## src/rtl/mdu_pkg.sv

```systemverilog
// Shared types and constants for the M-extension sequencer.
package mdu_pkg;

  typedef enum logic [2:0] {
    OP_MUL    = 3'b000,
    OP_MULH   = 3'b001,
    OP_MULHSU = 3'b010,
    OP_MULHU  = 3'b011,
    OP_DIV    = 3'b100,
    OP_DIVU   = 3'b101,
    OP_REM    = 3'b110,
    OP_REMU   = 3'b111
  } mdu_op_e;

  typedef enum logic [1:0] {
    ST_IDLE = 2'd0,
    ST_DIV  = 2'd1,
    ST_FIX  = 2'd2,
    ST_DONE = 2'd3
  } mdu_state_e;

  localparam int DIV_CNT_W = $clog2(32);

  // x/0 yields all-ones; x%0 yields the dividend itself.
  localparam logic [63:0] DIVZ_QUO     = '1;
  localparam logic        DIVZ_REM_IS_A = 1'b1;

endpackage

```

## src/rtl/mdu_div_step.sv

```systemverilog
// One combinational restoring-division step: shift in the next dividend bit, trial-subtract.
module mdu_div_step #(
  parameter int W = 32
) (
  input  logic [W-1:0] rem,
  input  logic [W-1:0] quo,
  input  logic [W-1:0] dvsr,
  output logic [W-1:0] rem_nxt,
  output logic [W-1:0] quo_nxt
);

  logic [W:0] shifted;
  logic [W:0] diff;

  always_comb begin
    shifted = {rem, quo[W-1]};
    diff    = shifted - {1'b0, dvsr};
    // Borrow out means the divisor did not fit: keep the shifted remainder.
    rem_nxt = diff[W] ? shifted[W-1:0] : diff[W-1:0];
    quo_nxt = {quo[W-2:0], ~diff[W]};
  end

endmodule

```

## src/rtl/mdu_seq_ctrl.sv

```systemverilog
// MUL/DIV sequencer: single-cycle multiply, WORD_WIDTH-step restoring divide.
// Define MDU_DIVREM_CACHE_EN to reuse the last divide result for repeated operands.
module mdu_seq_ctrl
  import mdu_pkg::*;
#(
  parameter int WORD_WIDTH = 32
) (
  input  logic                  clk,
  input  logic                  rst,
  input  logic                  start_i,
  input  logic [2:0]            op_i,
  input  logic [WORD_WIDTH-1:0] rs1_i,
  input  logic [WORD_WIDTH-1:0] rs2_i,
  input  logic                  kill_i,
  output logic                  ready_o,
  output logic                  valid_o,
  output logic [WORD_WIDTH-1:0] result_o,
  output logic                  stall_o
);

  localparam int W  = WORD_WIDTH;
  localparam int CW = $clog2(WORD_WIDTH);

  mdu_state_e  state;
  mdu_op_e     op;
  logic [CW-1:0] cnt;
  logic [W-1:0]  rem_q, quo_q, dvsr_q, rem_nxt, quo_nxt;
  logic          qneg_q, rneg_q, is_rem_q;

  assign op = mdu_op_e'(op_i);

  // Multiplier: sign-extend per op, keep the 2W-bit product.
  logic            mul_a_sgn, mul_b_sgn;
  logic [2*W-1:0]  mul_a, mul_b, prod;
  logic [W-1:0]    mul_res;

  always_comb begin
    mul_a_sgn = (op == OP_MULH) || (op == OP_MULHSU);
    mul_b_sgn = (op == OP_MULH);
    mul_a     = {{W{mul_a_sgn & rs1_i[W-1]}}, rs1_i};
    mul_b     = {{W{mul_b_sgn & rs2_i[W-1]}}, rs2_i};
    prod      = mul_a * mul_b;
    mul_res   = (op == OP_MUL) ? prod[W-1:0] : prod[2*W-1:W];
  end

  // Divide setup: DIV/REM use magnitudes, op_i[0] marks the unsigned forms.
  logic         div_sgn, is_rem, a_neg, b_neg;
  logic [W-1:0] a_mag, b_mag, q_fix, r_fix, divz_res;

  always_comb begin
    div_sgn  = ~op_i[0];
    is_rem   = op_i[1];
    a_neg    = div_sgn & rs1_i[W-1];
    b_neg    = div_sgn & rs2_i[W-1];
    a_mag    = a_neg ? -rs1_i : rs1_i;
    b_mag    = b_neg ? -rs2_i : rs2_i;
    q_fix    = qneg_q ? -quo_q : quo_q;
    r_fix    = rneg_q ? -rem_q : rem_q;
    divz_res = (is_rem && DIVZ_REM_IS_A) ? rs1_i : DIVZ_QUO[W-1:0];
  end

  mdu_div_step #(.W(W)) u_step (
    .rem     (rem_q),
    .quo     (quo_q),
    .dvsr    (dvsr_q),
    .rem_nxt (rem_nxt),
    .quo_nxt (quo_nxt)
  );

  logic         c_hit;
  logic [W-1:0] hit_res;

`ifdef MDU_DIVREM_CACHE_EN
  logic         accept, c_vld, c_sgn, sgn_q;
  logic [W-1:0] c_a, c_b, c_quo, c_rem, a_q, b_q;

  assign accept  = start_i && ready_o && !kill_i;
  assign c_hit   = c_vld && (c_sgn == div_sgn) && (c_a == rs1_i) && (c_b == rs2_i);
  assign hit_res = is_rem ? c_rem : c_quo;

  always_ff @(posedge clk) begin
    if (rst) begin
      c_vld <= 1'b0;
    end else if (kill_i) begin
      if (state == ST_DIV || state == ST_FIX) c_vld <= 1'b0;
    end else if (accept && !op_i[2]) begin
      c_vld <= 1'b0;
    end else if (state == ST_FIX) begin
      c_vld <= 1'b1;
      c_sgn <= sgn_q;
      c_a   <= a_q;
      c_b   <= b_q;
      c_quo <= q_fix;
      c_rem <= r_fix;
    end
    if (accept) begin
      a_q   <= rs1_i;
      b_q   <= rs2_i;
      sgn_q <= div_sgn;
    end
  end
`else
  assign c_hit   = 1'b0;
  assign hit_res = '0;
`endif

  always_ff @(posedge clk) begin
    if (rst) begin
      state    <= ST_IDLE;
      ready_o  <= 1'b1;
      valid_o  <= 1'b0;
      stall_o  <= 1'b0;
      result_o <= '0;
      cnt      <= '0;
    end else if (kill_i) begin
      state    <= ST_IDLE;
      ready_o  <= 1'b1;
      valid_o  <= 1'b0;
      stall_o  <= 1'b0;
      cnt      <= '0;
    end else begin
      valid_o <= 1'b0;
      case (state)
        ST_IDLE, ST_DONE: begin
          if (start_i) begin
            state   <= ST_DONE;
            ready_o <= 1'b1;
            valid_o <= 1'b1;
            stall_o <= 1'b0;
            if (!op_i[2])          result_o <= mul_res;
            else if (rs2_i == '0)  result_o <= divz_res;
            else if (c_hit)        result_o <= hit_res;
            else begin
              state    <= ST_DIV;
              ready_o  <= 1'b0;
              valid_o  <= 1'b0;
              stall_o  <= 1'b1;
              cnt      <= '0;
              rem_q    <= '0;
              quo_q    <= a_mag;
              dvsr_q   <= b_mag;
              qneg_q   <= a_neg ^ b_neg;
              rneg_q   <= a_neg;
              is_rem_q <= is_rem;
            end
          end else begin
            state <= ST_IDLE;
          end
        end
        ST_DIV: begin
          rem_q <= rem_nxt;
          quo_q <= quo_nxt;
          cnt   <= cnt + 1'b1;
          if (cnt == CW'(W - 1)) state <= ST_FIX;
        end
        ST_FIX: begin
          result_o <= is_rem_q ? r_fix : q_fix;
          state    <= ST_DONE;
          ready_o  <= 1'b1;
          valid_o  <= 1'b1;
          stall_o  <= 1'b0;
        end
        default: state <= ST_IDLE;
      endcase
    end
  end

endmodule
```

## config.mk

```make
export PLATFORM = sky130hd
export DESIGN_NAME = mdu_seq_ctrl
export DESIGN_NICKNAME = d
export VERILOG_FILES = /design/src/rtl/mdu_pkg.sv /design/src/rtl/mdu_div_step.sv /design/src/rtl/mdu_seq_ctrl.sv
export SDC_FILE = /design/constraint.sdc
export NUM_CORES = 2
export LEC_CHECK = 0
export CAP_MARGIN = 30
export CORE_UTILIZATION = 55
export CTS_CLUSTER_DIAMETER = 60
export DETAILED_ROUTE_END_ITERATION = 7
export GPL_TIMING_DRIVEN = 0
export HOLD_SLACK_MARGIN = 0.15
export PLACE_DENSITY = 0.72
export SLEW_MARGIN = 20
export SYNTH_ARGS = -nofsm -noshare
export SYNTH_HDL_FRONTEND = slang
export SYNTH_HIERARCHICAL = 1
export SYNTH_SLANG_ARGS = --single-unit
export TNS_END_PERCENT = 20
```

## constraint.sdc

```tcl
create_clock -name clk -period 13.08 [get_ports clk]
set_input_delay 2.616 -clock clk [delete_from_list [all_inputs] [get_ports clk]]
set_output_delay 2.616 -clock clk [all_outputs]
set_load 0.02 [all_outputs]
```

=== Word level (Yosys, flattened, before mapping) ===
Cells that the tools add are included.

* Word-level logic and storage cells: 92
* Register bits: 141
* Input port bits: 71

* Mux-type cells: 39
* Add/sub/neg operators: 6
* $mul: 1
* Reduce and logical (&&, ||, !) cells: 13
* Bitwise gates (word level): 10
* Eq/ne operators: 11

{| class="wikitable"
|+ Operators with widths
! kind !! number
|-
| $mux W32 || 17
|-
| $pmux W32 S2 || 3
|-
| $neg A32 Y32 || 4
|-
| $mul A33 B33 Y64 || 1
|-
| $sub A33 B32 Y33 || 1
|-
| $logic_not A32 Y1 || 1
|-
| $mux W5 || 3
|-
| $reduce_and A6 Y1 || 2
|-
| $pmux W5 S2 || 1
|-
| $mux W2 || 4
|-
| $ne A2 B2 Y1 const B || 4
|-
| $reduce_and A4 Y1 || 2
|-
| $mux W1 || 7
|-
| $pmux W1 S2 || 3
|-
| $pmux W2 S3 || 1
|-
| $add A5 B1 Y5 const B || 1
|-
| $eq A5 B5 Y1 const B || 1
|-
| $not A1 Y1 || 5
|-
| $and A1 B1 Y1 || 4
|-
| $eq A2 B2 Y1 const B || 2
|-
| $reduce_bool A2 Y1 || 2
|-
| $reduce_or A2 Y1 || 2
|-
| $eq A3 B1 Y1 const B || 1
|-
| $eq A3 B2 Y1 const B || 1
|-
| other kinds (7) || 7
|}

=== Depth between registers and ports, before layout ===
* Depth in word-level cells: 8
* Depth in mapped cells: 32
* Gate-level depth less buffers: 29

=== Hierarchy ===
The synthesis kept the hierarchy.

{| class="wikitable"
|+ By module, submodules not included
! module !! cells each !! sequential area each (um2) !! instances !! area an instance (um2)
|-
| mdu_seq_ctrl || 5319 || 3813.7 || 1 || 47211.5
|-
| mdu_div_step || 339 || 0.0 || 1 || 2538.7
|}

=== Worst setup path before layout ===
Ideal clock, no wire load.

* Path type: input -> register
* From: input port op_i[0]
* To: register result_o[31]
* Setup slack: 2216 ps
* Setup time: 115 ps
* Stages on the path: 28
* Arrival time: 10750 ps
* Buffers on the path: 3
* Cells stage by stage: clkbuf_1 -> xnor2_1 -> nor3b_1 -> clkbuf_1 -> nand2_1 -> fa_1 -> fa_1 -> inv_1 -> fa_1 -> inv_1 -> fa_1 -> inv_1 -> fa_1 -> fa_1 -> fa_1 -> inv_1 -> fa_1 -> inv_1 -> ha_1 -> clkbuf_1 -> nand2_1 -> o21ai_0 -> a41o_1 -> o41ai_1 -> a21oi_1 -> nor2_1 -> or4_1 -> o21a_1

* Cells in the longest elaborated chain, start to end: 8
* Elaborated cells between the ends (all ways): 11
* Classes of those cells: 1 x mul; 2 x eq/ne; 4 x mux; 2 x bitwise; 2 x reduce/logical

{| class="wikitable"
|+ RTL lines
! item !! line !! text
|-
| from (decl) || mdu_seq_ctrl.sv:11 || <nowiki>input logic [2:0] op_i,</nowiki>
|-
| $eq A3 B1 Y1 or $eq A3 B2 Y1 (tied branches) || mdu_seq_ctrl.sv:38, mdu_seq_ctrl.sv:39 ||
|-
| $logic_or A1 B1 Y1 || mdu_seq_ctrl.sv:38 || <nowiki>mul_a_sgn = (op == OP_MULH) || (op == OP_MULHSU);</nowiki>
|-
| $and A1 B1 Y1 || mdu_seq_ctrl.sv:40 || <nowiki>mul_a = {{W{mul_a_sgn & rs1_i[W-1]}}, rs1_i};</nowiki>
|-
| $mul A33 B33 Y64 || mdu_seq_ctrl.sv:42 || <nowiki>prod = mul_a * mul_b;</nowiki>
|-
| $mux W32 * || mdu_seq_ctrl.sv:43 || <nowiki>mul_res = (op == OP_MUL) ? prod[W-1:0] : prod[2*W-1:W];</nowiki>
|-
| $mux W32 * || mdu_seq_ctrl.sv:130 || <nowiki>if (!op_i[2]) result_o <= mul_res;</nowiki>
|-
| $mux W32 * || mdu_seq_ctrl.sv:125 || <nowiki>if (start_i) begin</nowiki>
|-
| $pmux W32 S2 * || mdu_seq_ctrl.sv:123 || <nowiki>case (state)</nowiki>
|-
| to (signal assigned) || mdu_seq_ctrl.sv:130 ||
|-
| to (signal assigned) || mdu_seq_ctrl.sv:131 || <nowiki>else if (rs2_i == '0) result_o <= divz_res;</nowiki>
|-
| to (signal assigned) || mdu_seq_ctrl.sv:132 || <nowiki>else if (c_hit) result_o <= hit_res;</nowiki>
|-
| to (decl) || mdu_seq_ctrl.sv:17 || <nowiki>output logic [WORD_WIDTH-1:0] result_o,</nowiki>
|}

Mark *: on every way between the ends. The rest lies on a longest branch, timed or not. The select of a mux whose other input is x is not followed.
A chain may end at the register's enable or synchronous reset.

=== Worst setup path after layout ===
* From: input port op_i[1]
* To: register result_o[22]

* Cells in the longest elaborated chain, start to end: 8
* Elaborated cells between the ends (all ways): 13
* Classes of those cells: 1 x mul; 2 x eq/ne; 6 x mux; 2 x bitwise; 2 x reduce/logical

{| class="wikitable"
|+ RTL lines
! item !! line
|-
| $eq A3 B1 Y1 or $eq A3 B2 Y1 (tied branches) || mdu_seq_ctrl.sv:38, mdu_seq_ctrl.sv:39
|-
| $logic_or A1 B1 Y1 || mdu_seq_ctrl.sv:38
|-
| $and A1 B1 Y1 || mdu_seq_ctrl.sv:40
|-
| $mul A33 B33 Y64 || mdu_seq_ctrl.sv:42
|-
| $mux W32 || mdu_seq_ctrl.sv:43
|-
| $mux W32 * || mdu_seq_ctrl.sv:130
|-
| $mux W32 * || mdu_seq_ctrl.sv:125
|-
| $pmux W32 S2 * || mdu_seq_ctrl.sv:123
|}

Marked as above.

==> results.md <==
* Status: complete, no violations
* Synth warn at 6
* # IOs at 106
* Buffers on Ports at 60
* Share of layout cells above drive strength 1 at 0.0401
* Vias in the first global route at 42900
* Routed vias/inst at 6.02
* Synth Cell Area at 0.0498 mm²
* Synth cell types at 81
* Dominant cells by area after synthesis: fa_1 (45%), inv_1 (9.3%), nand2_1 (6.9%)
* Final setup fails at 0
* Setup slack after layout at 0.276 ns
* Most numerous cell on the critical path: fa_1
* Crit share post-route at 0.979
* Max frequency at 78.1 MHz
* Syn avg cell area at 8.79 µm²
* Final Hold Vio Count at 0
* Worst-skew pair later-pin latency at 0.46 ns
* Clk sinks at 141
* Bufs on Longest Clock Path at 2
* Yosys reg bits at 141
* Largest net degree at the start of global routing at 25
* Clock transition at path regs at 0.07 ns
* Wirelength per Cell at 28.2 µm
* TritonCTS buffer count at 17
* CP max-delay cell: fa_2
* Pre-Repair DR Iteration Count at 6
* Unrepaired setup endpoints after global routing: false
* Ys flop type: edfxtp_1
* Commonest non-fill, non-tap cell in the layout: inv_1
* Drt drc at 0
* Synth Instances at 5658
* Die width at 303 µm
* Total global routing overflow at 0
* Die area at 0.0917 mm²
* Post-synthesis compound-gate area fraction at 0.0801
* Routed via count at 42100
* P&R area growth vs syn at 7.07%
* Post-synth EDFFs at 99
* Post-CTS Hold Fix Bufs at 0
* Worst endpoint required time at 13.39 ns
* Final Max Tran Viols at 0
* Fin Setup TNS at 0 ns
* Minimum hold slack at 0.471 ns
* Nets@finish at 7252
* Initial Util at 0.559
* Antenna Nets Post-Route at 0
* Antenna violations before repair at 14
* Row cnt at 109
* Post-synth top area cell: fa_1
* Syn nets at 7107
* Max Clock Skew at 0.0142 ns
* Largest stage delay on the critical path at 0.86 ns
* Largest family of logic cells by synthesized area: adder cells
* Post-synthesis mux area share at 0.00931
* Post-Synth Adder-Cell Area at 0.516
* Core box area at 0.0889 mm²
* Worst slew margin at 0.227
* Startpoint types: primary input
* Period minus WS final at 12.80 ns
* Synth top area share at 0.453
* Post-Synth Simple-Gate Area at 0.153
* Max cap viols at 0
* Post-DP HPWL at 163000 µm
* First-pass GRT wire length at 285000 µm
* Die Y at 303 µm
* Worst-path fanout max at 10
* DR iter-0 viols at 5042
* DP Worst Slack at -1.00 ns
* GRT Overall Usage at 0.440
* Register area share after synthesis at 0.0767
* Most frequent cells in the layout: inv_1 (1229), fa_1 (1124), nand2_1 (912)
* Hold WC Path Type: flop to flop
* Crit path kind: primary input to flop
* Slew @ Worst Pin at 1.16 ns
* Synth Area in XOR/XNOR at 0.0384
* Routed WL at 198000 µm
* CP endpoint kind: flop
* Clk root buf: clkbuf_16
* CP arrival at 13.11 ns
* H-tree depth at 4
* Ys async rst share at 0
* Routability cong. at 1.05
* CTS tree: done
-- through the flow --
| stage | util | std cells | area, µm² |
|---|---|---|---|
| 2_1_floorplan | - | 5658 | 49800 |
| 3_3_place_gp | 0.583 | 6883 | 51800 |
| 3_5_place_dp | 0.589 | 6929 | 52400 |
| 4_1_cts | 0.596 | 6961 | 53000 |
| 5_1_grt | 0.599 | 6981 | 53200 |
| 6_report | 0.599 | 6994 | 53300 |
-- critical path, delay by kind of cell --
kind | cells | cell delay [ns]
buf+inv | 9 | 2.37
simple gates | 6 | 1.46
xor+xnor | 2 | 0.31
compound gates | 3 | 1.16
fa+ha+maj | 9 | 5.12
-- layout make-up --
cell class	instances	area [µm²]
Timing Repair Buffer	126	1360
Fill cell	7903	35700
Tap cell	1165	1460
Clock inverter	15	186
Sequential cell	141	3810
Buffer	394	1660
Inverter	1233	4640
Antenna cell	13	32.5
Clock buffer	17	425
Multi-Input combinational cell	3890	39700
-- per-layer routing --
layer | up-vias | routed length (µm) | GRT usage
met5 | - | 46 | 0
met4 | 8 | 16200 | 0.298
met3 | 704 | 27000 | 0.149
met2 | 3158 | 83100 | 0.641
met1 | 21000 | 71200 | 0.555
li1 | 17300 | - | -
-- final timing paths --
path | to | depth (start not counted) | startpoint | slack, ns
worst max-delay path | result_o[22] | 29 | op_i[1] | 0.28
worst min register to register | result_o[0] | 2 | result_o[0] | 0.47
worst min-delay path | result_o[0] | 2 | result_o[0] | 0.47
worst max register to register | rem_q[30] | 14 | quo_q[31] | 9.11
-- timing repair --
action                                  in CTS  in global routing
resized for setup                            4                  6
buffers inserted                             0                  7
endpoints found under the setup margin       5                 11
-- cell usage after synthesis, types with 8 or more instances --
library cell / number
o21a_1: 9
mux2_4: 26
nor3_1: 49
o22ai_1: 12
or2_2: 19
a211oi_1: 26
nor4_1: 10
buf_1: 41
dfxtp_1: 42
and2_1: 345
or3_1: 30
a21oi_1: 151
nand3_1: 27
nand2b_1: 14
a21o_1: 58
nor2b_1: 13
o221ai_1: 8
clkbuf_1: 312
nand4_1: 29
edfxtp_1: 99
o41ai_1: 16
o21bai_1: 18
o31ai_1: 36
nor2_1: 162
xor2_1: 80
inv_1: 1231
a31oi_1: 21
xnor2_1: 136
o211ai_1: 28
and3_1: 10
buf_4: 32
o21ai_0: 143
ha_1: 252
fa_1: 1126
or4_1: 8
nand2_1: 912
a311oi_1: 10
a22oi_1: 9
-- sequential cells by signal, indices dropped and copies added, names as in the netlist --
signal and flops:
is_rem_q 1, valid_o 1, quo_q 32, result_o 32, cnt 5, state 2, rneg_q 1, rem_q 32
stall_o 1, dvsr_q 32, qneg_q 1, ready_o 1
-- cells by family after synthesis --
family / after synthesis
AOI/OAI and AO/OA: 611
DFF: 141
adders and majority gates: 1378
and+or+nand+nor: 1651
muxes: 33
buffers and inverters: 1627
xor gates and xnor gates: 217
Power is left out: the tool's default activity adds up to more than one toggle a clock period on the data nets, which glitch-free logic cannot reach.
